--- config.mk ---
export PLATFORM = sky130hd
export DESIGN_NAME = multicycle_control
export DESIGN_NICKNAME = d
export VERILOG_FILES = /design/src/rtl/multicycle_control.sv
export SDC_FILE = /design/constraint.sdc
export NUM_CORES = 1
export LEC_CHECK = 0
export CORE_ASPECT_RATIO = 2
export CORE_MARGIN = 5
export CORE_UTILIZATION = 50
export CTS_BUF_LIST = sky130_fd_sc_hd__clkbuf_4 sky130_fd_sc_hd__clkbuf_8
export DETAILED_ROUTE_END_ITERATION = 8
export PLACE_DENSITY = 0.92
export SLEW_MARGIN = 20
export SYNTH_ARGS = -nofsm -noshare
export SYNTH_HDL_FRONTEND = slang
export SYNTH_SLANG_ARGS = --single-unit
--- constraint.sdc ---
create_clock -name clk -period 3.35 [get_ports clk]
set_clock_uncertainty 0.15 [all_clocks]
set_input_delay 0.5025 -clock clk [delete_from_list [all_inputs] [get_ports clk]]
set_output_delay 0.5025 -clock clk [all_outputs]
set_load 0.01 [all_outputs]
--- src/rtl/multicycle_control.sv ---
// rtl/multicycle_control.sv - multicycle IF/ID/EX/MEM/WB control FSM for the RV32I datapath
//
// Purpose:
//   Steps each instruction through IF, ID, EX, MEM and WB. It holds a copy of the
//   fetched instruction, decodes that copy into datapath controls, drives the
//   data-memory strobes with a ready handshake and counts retired instructions.
//
// Ports:
//   clk        in   1   clock, rising edge
//   rst        in   1   synchronous active-high reset
//   instr      in  32   instruction word at the current PC (sampled only on IF -> ID)
//   Zero       in   1   ALU zero flag (sampled only on EX -> MEM)
//   mem_ready  in   1   data-memory access complete (used by LW/SW in MEM)
//   PCSrc      out  1   1 = PC + branch offset, 0 = PC + 4 (WB only)
//   ALUSrc     out  1   1 = immediate operand
//   RegWrite   out  1   register-file write enable (WB only)
//   MemToReg   out  1   1 = writeback from data-memory read data
//   loadPC     out  1   PC update strobe, one cycle in WB
//   MemRead    out  1   data-memory read strobe (MEM, LW)
//   MemWrite   out  1   data-memory write strobe (MEM, SW)
//   ALUCtrl    out  4   ALU operation
//   state      out  3   current FSM state, for debug
//   retired    out 32   retired-instruction count, wraps

module multicycle_control (
  input  logic        clk,
  input  logic        rst,
  input  logic [31:0] instr,
  input  logic        Zero,
  input  logic        mem_ready,
  output logic        PCSrc,
  output logic        ALUSrc,
  output logic        RegWrite,
  output logic        MemToReg,
  output logic        loadPC,
  output logic        MemRead,
  output logic        MemWrite,
  output logic [3:0]  ALUCtrl,
  output logic [2:0]  state,
  output logic [31:0] retired
);

  // FSM state encodings; 5..7 are illegal and fall back to IF.
  localparam logic [2:0] S_IF  = 3'd0;
  localparam logic [2:0] S_ID  = 3'd1;
  localparam logic [2:0] S_EX  = 3'd2;
  localparam logic [2:0] S_MEM = 3'd3;
  localparam logic [2:0] S_WB  = 3'd4;

  // Opcodes recognised by the decoder.
  localparam logic [6:0] SW        = 7'b0100011;
  localparam logic [6:0] LW        = 7'b0000011;
  localparam logic [6:0] IMMEDIATE = 7'b0010011;
  localparam logic [6:0] BEQ       = 7'b1100011;
  localparam logic [6:0] RR        = 7'b0110011;

  // ALU operation codes.
  localparam logic [3:0] ALU_AND = 4'b0000;
  localparam logic [3:0] ALU_OR  = 4'b0001;
  localparam logic [3:0] ALU_ADD = 4'b0010;
  localparam logic [3:0] ALU_SUB = 4'b0110;
  localparam logic [3:0] ALU_SLT = 4'b0111;
  localparam logic [3:0] ALU_SRL = 4'b1000;
  localparam logic [3:0] ALU_SLL = 4'b1001;
  localparam logic [3:0] ALU_SRA = 4'b1010;
  localparam logic [3:0] ALU_XOR = 4'b1101;

  logic [2:0]  next_state;
  logic [31:0] ir;
  logic        zero_q;

  logic [6:0]  opcode;
  logic [2:0]  funct3;
  logic        f7b;
  logic        is_lw;
  logic        is_sw;
  logic        is_imm;
  logic        is_beq;
  logic        is_rr;
  logic        in_flight;
  logic [3:0]  alu_dec;

  // Register and immediate fields are consumed by the datapath, not by control.
  logic        unused_ir_fields;
  assign unused_ir_fields = ^{ir[31], ir[29:15], ir[11:7]};

  // ---------------------------------------------------------------------------
  // Decode of the held instruction
  // ---------------------------------------------------------------------------
  assign opcode = ir[6:0];
  assign funct3 = ir[14:12];
  assign f7b    = ir[30];

  assign is_lw  = (opcode == LW);
  assign is_sw  = (opcode == SW);
  assign is_imm = (opcode == IMMEDIATE);
  assign is_beq = (opcode == BEQ);
  assign is_rr  = (opcode == RR);

  // Unknown opcodes fall through every branch and decode as ADD with no side
  // effects, which makes them behave as NOPs.
  always_comb begin
    alu_dec = ALU_ADD;
    if (is_beq) begin
      alu_dec = ALU_SUB;
    end else if (is_rr || is_imm) begin
      case (funct3)
        3'b000:  alu_dec = (is_rr && f7b) ? ALU_SUB : ALU_ADD;
        3'b111:  alu_dec = ALU_AND;
        3'b110:  alu_dec = ALU_OR;
        3'b100:  alu_dec = ALU_XOR;
        3'b010:  alu_dec = ALU_SLT;
        3'b001:  alu_dec = ALU_SLL;
        3'b101:  alu_dec = f7b ? ALU_SRA : ALU_SRL;
        default: alu_dec = ALU_ADD;
      endcase
    end
  end

  // ---------------------------------------------------------------------------
  // State sequencing
  // ---------------------------------------------------------------------------
  always_comb begin
    next_state = S_IF;
    case (state)
      S_IF:    next_state = S_ID;
      S_ID:    next_state = S_EX;
      S_EX:    next_state = S_MEM;
      // Only real memory accesses wait on the handshake.
      S_MEM:   next_state = ((is_lw || is_sw) && !mem_ready) ? S_MEM : S_WB;
      S_WB:    next_state = S_IF;
      default: next_state = S_IF;
    endcase
  end

  always_ff @(posedge clk) begin
    if (rst) begin
      state   <= S_IF;
      ir      <= 32'd0;
      zero_q  <= 1'b0;
      retired <= 32'd0;
    end else begin
      state <= next_state;
      // The instruction is captured once per instruction so that the fetch bus
      // may move on while the rest of the sequence executes.
      if (state == S_IF) begin
        ir <= instr;
      end
      // The branch decision is frozen at the end of EX; later Zero activity
      // belongs to other datapath operations.
      if (state == S_EX) begin
        zero_q <= Zero;
      end
      if (state == S_WB) begin
        retired <= retired + 32'd1;
      end
    end
  end

  // ---------------------------------------------------------------------------
  // Output decode
  // ---------------------------------------------------------------------------
  // ID..WB hold a valid decoded instruction; IF and illegal states drive zeros.
  assign in_flight = (state == S_ID) || (state == S_EX) ||
                     (state == S_MEM) || (state == S_WB);

  assign ALUSrc   = in_flight && (is_lw || is_sw || is_imm);
  assign MemToReg = in_flight && is_lw;
  assign ALUCtrl  = in_flight ? alu_dec : 4'b0000;

  assign MemRead  = (state == S_MEM) && is_lw;
  assign MemWrite = (state == S_MEM) && is_sw;

  assign RegWrite = (state == S_WB) && (is_lw || is_imm || is_rr);
  assign loadPC   = (state == S_WB);
  assign PCSrc    = (state == S_WB) && is_beq && zero_q;

endmodule
Yosys cells after proc, flatten, opt, wreduce, memory -nomap -nowiden:

Index checks and enable logic that the tools add are counted.

* multiplexer cells: 8
* $add $sub $neg: 1
* eq/ne operators: 15
* reduce and logical (&&, ||, !) cells: 20

Operators with widths (number)
* 32-bit by 1-bit adder with 32-bit output, second input constant: 1
* 4-bit case mux with 7 select lines: 1
* 3-bit equality test, second input constant: 5
* 7-bit by 6-bit equality test with 1-bit output, second input constant: 2
* 4-bit two-way mux: 3
* 3-bit case mux with 4 select lines: 1
* 3-bit by 2-bit equality test with 1-bit output, second input constant: 3
* 1-bit logical AND: 9
* 1-bit logical OR: 8
* 7-bit by 2-bit equality test with 1-bit output, second input constant: 1
* 7-bit by 5-bit equality test with 1-bit output, second input constant: 1
* 7-bit equality test, second input constant: 1
* 3-bit by 1-bit equality test with 1-bit output, second input constant: 2
* 3-bit logical NOT: 2
* 3-bit two-way mux: 2
* 2-bit two-way mux: 1
* 1-bit logical NOT: 1

* register bits after elaboration: 67
* output and inout bits: 46
* input bits: 36
* logic and storage cells: 48

Logic depth before layout (Yosys ltp):

* word-level depth: 7
* depth in mapped cells: 8
* mapped depth without buffers: 5

Least setup slack after synthesis:

Ideal clock, no wire load.

* kind: reg2reg
* start point: register retired[0]
* end point: register retired[22]
* clock period less this slack: 2130 ps
* required time: 3130 ps
* cell stages (with the launch flop): 8
* arrival time: 1910 ps
* path slack: 1220 ps
* setup time: 70 ps
* buffers on the path: 2
* path through: dfxtp_1 -> ha_1 -> nand4bb_1 -> buf_2 -> or2_2 -> buf_2 -> or4_1 -> a21oi_1

* longest elaborated chain between the ends: 1

Ends and longest elaborated chain
* from (decl): line 40 `output logic [31:0] retired`
* from (signal assigned): line 155 `retired <= retired + 32'd1;`
* 32-bit by 1-bit adder with 32-bit output: line 155

No other way between the ends.
A chain may end at the register's enable or synchronous reset.

Worst setup path after layout:

* start point: register state[0]
* end point: output ALUCtrl[3]

* longest elaborated chain between the ends: 5
* elaborated cells between the ends (all ways): 8
* those cells by class: 4 x eq/ne; 1 x mux; 3 x reduce/logical

Ends and longest elaborated chain
* from (decl): line 39 `output logic [2:0] state,`
* from (signal assigned): line 143 `state <= next_state;`
* 3-bit by 1-bit equality test with 1-bit output / 3-bit by 2-bit equality test with 1-bit output (equally long branches): line 164 `assign in_flight = (state == S_ID) || (state == S_EX) ||`
* 1-bit logical OR (2 in series): line 164
* 1-bit logical OR (*): line 165 `(state == S_MEM) || (state == S_WB);`
* 4-bit two-way mux (*): line 169 `assign ALUCtrl = in_flight ? alu_dec : 4'b0000;`
* to (decl): line 38 `output logic [3:0] ALUCtrl,`

Every way passes the cells marked *; elsewhere a longest branch is shown, timed or not.

==> results by group <==
Outcome
  • Status: finished clean

Clock tree
  • H-tree Lvls: 2
  • TritonCTS clock tree: built
  • Hold-fix buffers at CTS: 0
  • Register clock-pin slew on the reported worst setup and hold paths: approximately 0.09 ns
  • Clock Root Buffer: clkbuf_8
  • Clock sink count: between 40 and 50
  • Cts repair resizes: 0
  • Post-CTS Setup Bufs: 0
  • Total CTS buffers: 5
  • Clk buf depth: 2
  • Clock latency on the worst-skew pair: approximately 0.30 ns

Global routing
  • First-pass GRT wire length: between 10,000 and 15,000 µm
  • Largest net degree at the start of global routing: 48
  • GRT met1 Usage: about a quarter
  • Busiest grt layer: met2
  • GRT overflow: 0
  • GR Util All Layers: about a fifth
  • Met3 Use GR: about 5.4%
  • Initial antenna violation count: 0
  • Met2 Use GR: between 30% and 40%
  • Vias in the first global route: 2,265

Critical path
  • CP Class: reg -> out
  • Critical Path RT: 2.70 ns
  • CP peak stage delay: around 0.56 ns
  • CP bufs+invs: 1
  • Worst path top cell family by delay: simple AND/OR/NAND/NOR gates
  • Startpoint types: flip-flop
  • CP max FO: 13
  • Critical-path top delay cell: clkdlybuf4s50_1
  • CP Cell Sequence: or3_1, and2_1, nand3_1, nor3_1, clkdlybuf4s50_1
  • Worst Path Arrival: approximately 2.3 ns
  • CP Capture Type: output pin

Placed design
  • DP Area: roughly 2900 µm²
  • # port buffers: 60
  • Dpl cells: between 300 and 400
  • Post-DP HPWL: ~4200 µm
  • GPL Wtd Cong: 0.882

Synth
  • Post-synth net total: 320
  • Synth warn: 0
  • Synth Cell Area: 2290 µm²
  • Synthesized flop and latch total: 47
  • Syn Inst Count: around 280
  • Syn_area_per_cell: ~8.1 µm²
  • Cell variety after synth: 40
  • Register area share after synthesis: roughly 41%

Timing
  • Final hold vios: 0
  • Final period utilization: approximately 89%
  • Final Slew Violations: 0
  • Actual slew at the worst max-slew pin: 0.713 ns
  • Setup total negative slack: 0 ns
  • Slew Limit Headroom: ~52%
  • Post-layout min period: around 3.0 ns
  • FMAX: 337 MHz
  • RSZ-0062 raised after global routing: no
  • Setup violations, final: 0

Final layout
  • Layout Nets: 370
  • Post-route cell area: roughly 3000 µm²
  • Share of layout cells above drive strength 1: 5.39%
  • Most common cell after layout, fill and taps aside: clkdlybuf4s50_1
  • Commonest cells after routing, fill and taps aside: clkdlybuf4s50_1, dfxtp_1, nand2_1
  • Non-Filler Instances: around 400
  • N_diodes: 0
  • Area Growth Syn to Fin: 31.5%
  • Fill cells: 367

Min path
  • Hold Crit Class: reg -> reg

Detailed routing
  • 1st-pass router iterations: 4
  • Total number of vias: between 2,000 and 2,500
  • Final ANT Viol Nets: 0
  • Routed WL: between 6000 and 7000 µm
  • Number of DRC markers in iteration 0: 129
  • Drt wl/cell: 15.5 µm
  • DR DRC count: 0
  • DR vias/cell: 6.05

Power
  • Peak supply drop: 0.000248 V
  • PwrDens: between 300 and 400 nW/µm²
  • Leakage: 0.934 nW

Floorplan
  • Core Footprint: 4510 µm²
  • FP Rows: 35
  • I/O pin count: between 80 and 90
  • Die area: between 6000 and 7000 µm²
  • Die Width: 57.8 µm
  • Height of the die: approximately 110 µm
  • Initial core utilization: 50.7%

Run
  • Number of max-cap violations: 0
[per-stage QoR]
stage	utilization [%]	setup slack, ns	total power [W]	hold slack [ns]
after floorplan	-	1.22	0.000661	0.282
after global placement	63.9	0.752	0.000695	0.289
after detailed placement	63.9	0.740	0.000700	0.303
after CTS	66.5	0.408	0.00112	0.315
after global routing	66.7	0.199	0.00116	0.334
final	66.7	0.383	0.00112	0.322
[worst reg2reg max path: cells and delay by family (launching register included)]
kind | cells | cell delay, ns
buf+inv | 1 | 0.16
flops | 1 | 0.51
simple gates | 3 | 1.44
compound gates | 1 | 0.17
[where the power goes]
part	switching, W	total, W	internal (W)
Clock	0.000189	0.000431	0.000242
Sequential	0.0000215	0.000595	0.000573
Combinational	0.0000488	0.0000950	0.0000462
[Yosys cell counts]
cell,instances,share of area (%)
a211oi_1,3,0.98
a21oi_1,32,7.0
a31oi_1,1,0.27
and2_1,1,0.27
and3_1,2,0.55
and4_1,4,1.5
buf_1,1,0.16
buf_2,7,1.5
buf_6,1,0.49
clkbuf_1,10,1.6
clkinv_2,1,0.22
dfxtp_1,47,41
ha_1,1,0.55
inv_1,6,0.98
mux2_2,1,0.49
mux2i_1,1,0.44
nand2_1,42,6.9
nand3_1,11,2.4
nand3b_1,2,0.66
nand4_1,8,2.2
nand4_2,1,0.55
nand4b_1,1,0.38
nand4bb_1,2,0.98
nor2_1,19,3.1
nor2b_1,1,0.27
nor3_1,9,2.0
nor3b_1,1,0.33
nor4_1,7,1.9
nor4b_1,1,0.38
o21ai_0,4,0.88
o31ai_1,15,4.9
o41ai_1,1,0.38
or2_2,2,0.55
or3_1,4,1.1
or3b_1,1,0.38
or4_1,17,5.6
or4_4,1,0.49
or4b_2,1,0.44
xnor2_1,8,3.1
xor2_1,5,1.9
[worst paths after layout]
kind                                                  to  depth (start not counted)                 from  slack (ns)
worst max-delay path                          ALUCtrl[3]                          5  state[0]$_SDFF_PP0_        0.38
worst min-delay path                  ir[3]$_SDFFE_PP0N_                          2   ir[3]$_SDFFE_PP0N_        0.32
worst max register to register  retired[27]$_SDFFE_PP0P_                          5  state[2]$_SDFF_PP0_        0.85
worst min register to register        ir[3]$_SDFFE_PP0N_                          2   ir[3]$_SDFFE_PP0N_        0.32
[routing by layer]
metal	vias up	wire length (µm)
li1	1133	-
met1	1107	2430
met2	94	3030
met3	18	393
met4	0	179
met5	-	0
[kinds of logic after synthesis]
logic type / after synthesis / synth area share [%]
AND/OR/NAND/NOR: 138 / 32.9
flip-flops: 47 / 41.1
adder cells (fa/ha/maj): 1 / 0.547
XOR/XNOR: 13 / 4.98
buffers and inverters: 26 / 5.03
AO/OA/AOI/OAI: 56 / 14.4
multiplexers: 2 / 0.930
[registers in the layout (all words and copies together), names as in the netlist]
name	count
zero_q	1
state	3
ir	11
retired	32
[layout make-up]
cell class	count	area [µm²]	share of cell area, %
multi-input cells	210	1240	41.1
flip-flops and latches	47	941	31.3
repair buffers	62	616	20.5
clock buffers	6	82.6	2.75
well taps	55	68.8	2.29
clock inverters	2	35.0	1.17
inverters	7	27.5	0.916
(Power assumes the default switching activity.)
